[config.mk]
export PLATFORM = sky130hd
export DESIGN_NAME = serial_add_rx
export DESIGN_NICKNAME = d
export VERILOG_FILES = /design/src/rtl/serial_add_pkg.sv /design/src/rtl/full_add_bit.sv /design/src/rtl/serial_add_rx.sv
export SDC_FILE = /design/constraint.sdc
export NUM_CORES = 1
export LEC_CHECK = 0
export CAP_MARGIN = 5
export CORE_MARGIN = 1.5
export CORE_UTILIZATION = 45
export DETAILED_ROUTE_END_ITERATION = 16
export PLACE_DENSITY = 0.74
export SLEW_MARGIN = 20
export SYNTH_ARGS = -nofsm -noshare
export SYNTH_HDL_FRONTEND = slang
export SYNTH_HIERARCHICAL = 1
export SYNTH_SLANG_ARGS = --single-unit
[constraint.sdc]
create_clock -name clk -period 2.15 [get_ports clk]
set_input_delay 0.645 -clock clk [delete_from_list [all_inputs] [get_ports clk]]
set_output_delay 0.645 -clock clk [all_outputs]
set_load 0.03 [all_outputs]
[src/rtl/serial_add_pkg.sv]
// Shared constants for the bit-serial add receiver: FSM state codes and legal WIDTH bounds.
package serial_add_pkg;

    localparam int unsigned WIDTH_MIN = 2;
    localparam int unsigned WIDTH_MAX = 32;

    typedef logic [1:0] state_t;

    localparam state_t ST_IDLE    = 2'd0;
    localparam state_t ST_COLLECT = 2'd1;
    localparam state_t ST_HOLD    = 2'd2;

endpackage

[src/rtl/full_add_bit.sv]
// One-bit combinational full adder.
module full_add_bit (
    input  logic a,
    input  logic b,
    input  logic ci,
    output logic s,
    output logic co
);

    assign s  = a ^ b ^ ci;
    assign co = (a & b) | (a & ci) | (b & ci);

endmodule

[src/rtl/serial_add_rx.sv]
// Collects LSB-first operand bit pairs, ripples them through one full adder with a
// registered carry, and presents the deserialised sum word plus carry-out on valid/ready.
module serial_add_rx
    import serial_add_pkg::*;
#(
    parameter int unsigned WIDTH = 8
) (
    input  logic             clk,
    input  logic             rst,
    input  logic             in_valid,
    output logic             in_ready,
    input  logic             in_first,
    input  logic             in_a,
    input  logic             in_b,
    input  logic             in_cin,
    output logic             out_valid,
    input  logic             out_ready,
    output logic [WIDTH-1:0] out_sum,
    output logic             out_cout,
    output logic             out_err
);

    localparam int unsigned CNT_W = $clog2(WIDTH);

    if (WIDTH < WIDTH_MIN || WIDTH > WIDTH_MAX) begin : g_width_check
        $error("serial_add_rx: WIDTH out of range");
    end

    state_t             state;
    state_t             next_state;
    logic [CNT_W-1:0]   count;
    logic               carry;
    logic [WIDTH-1:0]   sum;

    logic               accept;
    logic               restart;
    logic               extend;
    logic               last_bit;
    logic               fa_ci;
    logic               fa_s;
    logic               fa_co;

    assign in_ready  = (state != ST_HOLD);
    assign out_sum   = sum;
    assign out_cout  = carry;

    // Handshake decode; a first-marked pair always restarts, even mid-word.
    always_comb begin
        accept   = in_valid && in_ready;
        restart  = accept && in_first;
        extend   = accept && !in_first && (state == ST_COLLECT);
        last_bit = extend && (count == CNT_W'(WIDTH - 1));
        fa_ci    = restart ? in_cin : carry;
    end

    full_add_bit u_fa (
        .a  (in_a),
        .b  (in_b),
        .ci (fa_ci),
        .s  (fa_s),
        .co (fa_co)
    );

    always_ff @(posedge clk or posedge rst) begin
        if (rst) begin
            state <= ST_IDLE;
        end else begin
            state <= next_state;
        end
    end

    always_comb begin
        next_state = state;
        case (state)
            ST_IDLE: begin
                if (restart) next_state = ST_COLLECT;
            end
            ST_COLLECT: begin
                if (last_bit) next_state = ST_HOLD;
            end
            ST_HOLD: begin
                if (out_ready) next_state = ST_IDLE;
            end
            default: next_state = ST_IDLE;
        endcase
    end

    // Datapath: carry, bit count and right-shifting sum register, plus registered status.
    always_ff @(posedge clk or posedge rst) begin
        if (rst) begin
            carry     <= 1'b0;
            count     <= '0;
            sum       <= '0;
            out_valid <= 1'b0;
            out_err   <= 1'b0;
        end else begin
            out_err   <= accept && !in_first && (state == ST_IDLE);
            out_valid <= (next_state == ST_HOLD);
            if (restart) begin
                carry <= fa_co;
                count <= CNT_W'(1);
                sum   <= {fa_s, {(WIDTH-1){1'b0}}};
            end else if (extend) begin
                carry <= fa_co;
                sum   <= {fa_s, sum[WIDTH-1:1]};
                // Wrap to zero on the final bit so the count stays within WIDTH-1.
                count <= last_bit ? '0 : count + CNT_W'(1);
            end
        end
    end

endmodule

==> results.tsv, run 1 <==
metric	value	unit
number of buffers created by CTS	3	
most frequent cells after synthesis	16 x sky130_fd_sc_hd__dfrtp_1, 7 x sky130_fd_sc_hd__nor2_1, 6 x sky130_fd_sc_hd__mux2i_1	
number of detailed-routing iterations run before antenna repair	3	
global-route wire length before repair	2130	um
Filler cells	120	
most frequent cell after synthesis	sky130_fd_sc_hd__dfrtp_1	
count of distinct cell types in the synthesized netlist	22	
launching element type of the critical path	input port	
actual slew at the worst max-slew pin	0.617	ns
global route total overflow	0	
register-to-register path setup slack	0.20	ns
Post-Place Worst Slack	-0.428	ns
number of nets with antenna violations after detailed routing	0	
Detailed Route Iter0 Violations	3	
area leader, netlist	sky130_fd_sc_hd__dfrtp_1	
width of the chip	43.6	um
Total Nets Final	95	
worst path arrival time	2.20	ns
final non-filler cell area	1000	um^2
Mapped Nets	68	
crit path setup slack, layout	0.125	ns
total of buffers placed on input and output ports	19	
normalized max-slew margin	58.8	%
vertical extent of the die	43.6	um
number of max-cap violations	0	
share of total power in combinational logic	36.2	%
worst hold path type	reg -> reg	
combined area of all synthesized cells	742	um^2
leakage power total	0.460	nW
Initial Util	48.7	%
critical path endpoint category	flop	
ports placed on the boundary	20	
CTS clk-pin slew, worst paths	0.10	ns
endpoint of the most critical setup path	out_sum[7]	
total core area	1520	um^2
latest clock arrival within the worst-skew pair	0.28	ns
total die area	1900	um^2
P_int	649	uW
Root Driver	sky130_fd_sc_hd__clkbuf_4	
average cell area after synthesis	13.0	um^2
timing startpoint of the critical path	in_valid	
relative contribution of the clock network to total power	20.6	%
GRT Overall Usage	14.7	%
outcome	finished clean	
sequential area share after synthesis	54.0	%
Core Rows	14	
most instantiated flip-flop cell in the synthesis netlist	sky130_fd_sc_hd__dfrtp_1	
final-layout setup total negative slack	0	ns
Max rail drop VDD	0.520	mV
TritonCTS sink count	16	
capture instance of the worst register-to-register path	out_sum[7]	
worst r2r path cells	5	
utilization of the core after routing	65.8	%
setup repair after global routing missed its margin	false	
Sequential Power Share	43.2	%
number of enable-type register cells in the synthesized netlist	0	
required time at the worst-slack endpoint	2.33	ns
clock tree buffer depth	2	
part of the cycle the worst path needs	94.2	%
leading cell types by total area after synthesis	sky130_fd_sc_hd__dfrtp_1 54%, sky130_fd_sc_hd__mux2i_1 8.1%, sky130_fd_sc_hd__nor2_1 3.5%, sky130_fd_sc_hd__ha_1 3.4%, sky130_fd_sc_hd__buf_6 3.0%	
routability-driven placement congestion ratio	0.761	
count of final hold-check violations	0	
Inserted Diodes	0	
highest fanout seen on the critical path	4	
max frequency	494	MHz
number of synthesis warnings	6	
worst reg2reg startpoint	state[0]	
register area	400	um^2
H-tree depth reported by CTS	1	
buffers inserted during post-CTS setup optimization	0	
flip-flop and latch count after synthesis	16	
share of post-route cells with drive strength above 1	20.5	%
sum of routed wire length over all layers	1260	um
Pins Over Slew Limit	0	
via count of the first global-routing pass	518	
total via count after detailed routing	503	
via density per instance	5.08	
net switching power figure	322	uW
cell area reported after detailed placement	971	um^2
Crit Path Category	in -> reg	
total setup violations reported at the end of the flow	0	
area occupied by multi-input gates	312	um^2
fraction of post-synthesis cell area in the top cell type by area	54.0	%
Layout Area Growth over Synthesis	35.2	%
largest net degree at the start of global routing	17	
Post-DP HPWL	917	um
synthesized netlist cell count	57	
clock tree from TritonCTS	done	
worst clock skew	0.00103	ns
switching portion of total power	33.2	%
Tmin final	2.02	ns
initial antenna violation count	0	
drt drc	0	
Async S/R FF share, synth	100	%
ratio of total power to cell area	968	nW/um^2
wire per inst	12.7	um
[worst min-delay path by stage]
stage                     slack (ns)  endpoint      from  depth (start not counted)
after floorplan                 0.47  count[2]  count[2]                          1
after global placement          0.48  count[2]  count[2]                          1
after detailed placement        0.49  count[2]  count[2]                          1
after CTS                       0.51  count[2]  count[2]                          1
after global routing            0.52  count[2]  count[2]                          1
final                           0.51  count[2]  count[2]                          1
[metrics by stage]
step | hold WS (ns) | total power [mW] | cells
2_1_floorplan | 0.472 | 0.647 | 57
5_1_grt | 0.525 | 1.02 | 99
3_5_place_dp | 0.489 | 0.778 | 95
3_3_place_gp | 0.482 | 0.775 | 95
6_report | 0.506 | 0.971 | 99
4_1_cts | 0.511 | 0.980 | 99
[critical path, stage by stage]
cell and delay [ns]:
sky130_fd_sc_hd__dlygate4sd2_1 0.27, sky130_fd_sc_hd__and2_4 0.15, sky130_fd_sc_hd__and2_4 0.16, sky130_fd_sc_hd__mux2_4 0.29, sky130_fd_sc_hd__fa_1 0.43, sky130_fd_sc_hd__mux2_4 0.27
[state kept, by name, indices dropped and copies added (netlist names)]
register and cells:
count 3, out_cout 1, out_sum 8, out_err 1
state 2, out_valid 1
[area by class of cell]
| type | count | share of cell area (%) |
|---|---|---|
| timing repair buffer | 24 | 22.3 |
| multi-input combinational | 36 | 31.0 |
| inverter | 3 | 1.12 |
| clock buffer | 4 | 3.62 |
| tap | 16 | 2.00 |
| sequential | 16 | 39.9 |
[power groups by stage]
stage / logic (mW) / clock network, mW / registers (mW)
floorplan: 0.152 / 0 / 0.496
finish: 0.351 / 0.200 / 0.420
global route: 0.382 / 0.212 / 0.429
global placement: 0.350 / 0 / 0.424
CTS: 0.355 / 0.205 / 0.420
detailed placement: 0.354 / 0 / 0.425
[timing repair]
item                       in CTS  in global routing
resized for setup               3                  0
setup endpoints to repair       3                  0
hold buffers                    0                  0
[metal layers]
metal / wire length [um] / global-route usage (%) / part of all wire, % / vias up
li1: - / - / - / 251
met1: 600 / 20.3 / 48 / 238
met2: 579 / 24.1 / 46 / 14
met3: 77 / 2.50 / 6.1 / 0
met4: 0 / 3.64 / 0 / 0
met5: 0 / 0 / 0 / -
[cells by family (layout without fill, tap and decap cells)]
family | Yosys count | count (layout) | share of synthesized area (%)
flip-flops | 16 | 16 | 54.0
AND/OR/NAND/NOR | 14 | 14 | 11.8
AO/OA/AOI/OAI | 10 | 10 | 10.5
multiplexers | 9 | 9 | 13.2
buffers and inverters | 5 | 31 | 4.55
adder cells (fa/ha/maj) | 3 | 3 | 6.07
[placed cells by master, fill, tap and decap left out]
| cell | netlist | routed |
|---|---|---|
| sky130_fd_sc_hd__and4bb_4 | 1 | 1 |
| sky130_fd_sc_hd__dlygate4sd2_1 | 0 | 3 |
| sky130_fd_sc_hd__inv_2 | 1 | 1 |
| sky130_fd_sc_hd__a21oi_1 | 4 | 4 |
| sky130_fd_sc_hd__clkdlybuf4s50_1 | 0 | 16 |
| sky130_fd_sc_hd__a21oi_4 | 1 | 1 |
| sky130_fd_sc_hd__nand2_1 | 1 | 1 |
| sky130_fd_sc_hd__ha_1 | 2 | 2 |
| sky130_fd_sc_hd__nor2_1 | 7 | 7 |
| sky130_fd_sc_hd__clkbuf_4 | 0 | 3 |
| sky130_fd_sc_hd__inv_1 | 2 | 2 |
| sky130_fd_sc_hd__o21ai_1 | 1 | 1 |
| sky130_fd_sc_hd__a32o_1 | 1 | 1 |
| sky130_fd_sc_hd__mux2_1 | 2 | 1 |
| sky130_fd_sc_hd__dfrtp_1 | 16 | 16 |
| sky130_fd_sc_hd__and2_4 | 2 | 2 |
| sky130_fd_sc_hd__nor4b_1 | 1 | 1 |
| sky130_fd_sc_hd__a32oi_1 | 1 | 1 |
| sky130_fd_sc_hd__mux2i_1 | 6 | 6 |
| sky130_fd_sc_hd__nor2b_1 | 1 | 1 |
| sky130_fd_sc_hd__fa_1 | 1 | 1 |
| sky130_fd_sc_hd__clkbuf_8 | 0 | 1 |
| sky130_fd_sc_hd__buf_4 | 0 | 5 |
| sky130_fd_sc_hd__a22o_1 | 2 | 2 |
| sky130_fd_sc_hd__mux2_4 | 1 | 2 |
| sky130_fd_sc_hd__nand2b_2 | 1 | 1 |
Note: power is estimated with default switching activity, not from simulation.
==> run 2, diff against run 1 <==
--- a/config.mk
+++ b/config.mk
@@ -9,6 +9,7 @@
 export CORE_MARGIN = 1.5
 export CORE_UTILIZATION = 45
 export DETAILED_ROUTE_END_ITERATION = 16
+export MAX_ROUTING_LAYER = met4
 export PLACE_DENSITY = 0.74
 export SLEW_MARGIN = 20
 export SYNTH_ARGS = -nofsm -noshare
==> results of run 2 <==
Final layout, timing and power as in run 1 (identical DEF).
Among the figures that moved: final weighted congestion in routability-driven placement 0.761 -> 0.771; overall routing resource usage 14.7% -> 15.2%
==> run 3, diff against run 2 <==
--- a/config.mk
+++ b/config.mk
@@ -7,10 +7,10 @@
 export LEC_CHECK = 0
 export CAP_MARGIN = 5
 export CORE_MARGIN = 1.5
-export CORE_UTILIZATION = 45
+export CORE_UTILIZATION = 41
 export DETAILED_ROUTE_END_ITERATION = 16
 export MAX_ROUTING_LAYER = met4
-export PLACE_DENSITY = 0.74
+export PLACE_DENSITY = 0.69
 export SLEW_MARGIN = 20
 export SYNTH_ARGS = -nofsm -noshare
 export SYNTH_HDL_FRONTEND = slang
==> results.tsv, run 3 (synthesized netlist as in run 1, its figures left out) <==
metric	value	unit	change
outcome	finished clean		
part of the cycle the worst path needs	94.1	%	about the same
Pins Over Slew Limit	0		unchanged
initial antenna violation count	0		unchanged
Filler cells	150		+25%
Layout Area Growth over Synthesis	38.8	%	
Sequential Power Share	43.0	%	-0.2 points
required time at the worst-slack endpoint	2.33	ns	about the same
H-tree depth reported by CTS	1		unchanged
number of buffers created by CTS	3		unchanged
Crit Path Category	in -> reg		
count of final hold-check violations	0		unchanged
share of total power in combinational logic	36.9	%	+0.7 points
number of max-cap violations	0		unchanged
CTS Hold Bufs	0		unchanged
utilization of the core after routing	60.3	%	-5.6 points
max frequency	494	MHz	about the same
Initial Util	43.4	%	-5.2 points
number of detailed-routing iterations run before antenna repair	3		unchanged
Tmin final	2.02	ns	-0.00172 ns
total setup violations reported at the end of the flow	0		unchanged
total via count after detailed routing	525		+4.4%
Total Nets Final	97		+2.1%
width of the chip	45.5	um	+4.4%
vertical extent of the die	45.5	um	+4.4%
total of buffers placed on input and output ports	19		unchanged
TritonCTS sink count	16		unchanged
critical path depth in cells	6		unchanged
share of post-route cells with drive strength above 1	22.4	%	+1.9 points
launching element type of the critical path	input port		
Max rail drop VDD	0.524	mV	+0.76%
number of nets with antenna violations after detailed routing	0		unchanged
worst hold path type	reg -> reg		
clock tree from TritonCTS	done		
drt drc	0		unchanged
via density per instance	4.77		-6.1%
clock tree buffer depth	2		unchanged
largest net degree at the start of global routing	17		unchanged
Detailed Route Iter0 Violations	9		+6
Root Driver	sky130_fd_sc_hd__clkbuf_4		
routability-driven placement congestion ratio	0.822		
buffers and inverters on the worst path	1		unchanged
ratio of total power to cell area	950	nW/um^2	-1.8%
worst r2r path cells	5		unchanged
relative contribution of the clock network to total power	20.1	%	-0.5 points
GRT Overall Usage	15.2	%	
CTS clk-pin slew, worst paths	0.10	ns	about the same
ports placed on the boundary	20		unchanged
actual slew at the worst max-slew pin	0.608	ns	-0.00898 ns
switching portion of total power	33.1	%	-0.11 points
Inserted Diodes	0		unchanged
sum of routed wire length over all layers	1320	um	+5.4%
critical path's largest stage delay	0.42	ns	about the same
cell count of the worst hold path	1		unchanged
final standard cell count with taps included and fillers excluded	110		+11%
setup repair after global routing missed its margin	false		
critical path endpoint category	flop		
chain of cells forming the critical path	dlygate4sd2_1 > and2_4 > and2_4 > mux2_4 > fa_1 > mux2_4		
wire per inst	12.0	um	-5.1%
via count of the first global-routing pass	501		-3.3%
highest fanout seen on the critical path	4		unchanged
leakage power total	0.470	nW	+2.2%
Post-DP HPWL	1020	um	+11%
normalized max-slew margin	59.4	%	+0.60 points
global-route wire length before repair	2130	um	+0.33%
Core Rows	15		+1
cell count after placement	106		+12%
worst path arrival time	2.20	ns	about the same
commonest cells after routing, fill and taps aside	16 x sky130_fd_sc_hd__dfrtp_1, 16 x sky130_fd_sc_hd__clkdlybuf4s50_1, 7 x sky130_fd_sc_hd__nor2_1, 7 x sky130_fd_sc_hd__buf_4, 6 x sky130_fd_sc_hd__mux2i_1		
total die area	2070	um^2	+9.1%
max FFs per register	8		unchanged
P_int	655	uW	+0.93%
global route total overflow	0		unchanged
latest clock arrival within the worst-skew pair	0.28	ns	about the same
worst clock skew	0.00720	ns	+0.00617 ns
net switching power figure	324	uW	+0.43%
total core area	1710	um^2	+12%
slowest stage cell, crit path	sky130_fd_sc_hd__fa_1		
Top delay family on crit path	multiplexers		
[run 3: metal layers]
metal  part of all wire (%)  track usage [%]
met1                     48             19.3
met2                     47             22.0
met3                    4.4             3.57
met4                      0             8.82
met5                      0                -
[run 3: worst paths after layout]
path                          start  slack, ns         end
max                        in_valid       0.13  out_sum[7]
min                        count[2]       0.52    count[2]
max reg2reg                state[0]       0.22  out_sum[7]
min reg2reg                count[2]       0.52    count[2]
max in group asynchronous       rst       1.03  out_sum[0]
min in group asynchronous       rst       0.72  out_sum[7]
[run 3: worst register-to-register path, delay by kind of cell (launching register included)]
kind / cells / cell delay (ns)
flops: 1 / 0.44
fa+ha+maj: 1 / 0.42
mux: 2 / 0.56
simple gates: 2 / 0.42
[run 3: layout make-up]
class	instances	area (um^2)	share of cell area, %
clock buffers	4	36.3	3.52
inverters	3	11.3	1.09
multi-input cells	36	312	30.3
flip-flops and latches	16	400	38.9
well taps	25	31.3	3.04
repair buffers	26	239	23.2
[run 3: timing repair]
item / 4_1_cts / 5_1_grt
resized for setup: 3 / 0
hold endpoints to repair: 0 / 0
endpoints found under the setup margin: 3 / 0
buffers inserted: 0 / 0
[run 3: through the flow]
step	area, um^2	total power, mW	setup TNS, ns	setup slack (ns)	hold slack [ns]
global placement	997	0.781	-0.788	-0.422	0.486
detailed placement	997	0.795	-0.796	-0.426	0.499
global route	1030	1.04	0	0.0860	0.536
finish	1030	0.979	0	0.127	0.521
floorplan	746	0.647	-0.0156	-0.0156	0.472
CTS	1030	0.994	0	0.116	0.522
[run 3: power by group through the flow]
stage | Clock (mW) | Sequential (mW) | Combinational, mW
4_1_cts | 0.205 | 0.422 | 0.367
3_5_place_dp | 0 | 0.429 | 0.367
2_1_floorplan | 0 | 0.496 | 0.152
6_report | 0.196 | 0.421 | 0.361
5_1_grt | 0.220 | 0.429 | 0.390
3_3_place_gp | 0 | 0.424 | 0.356
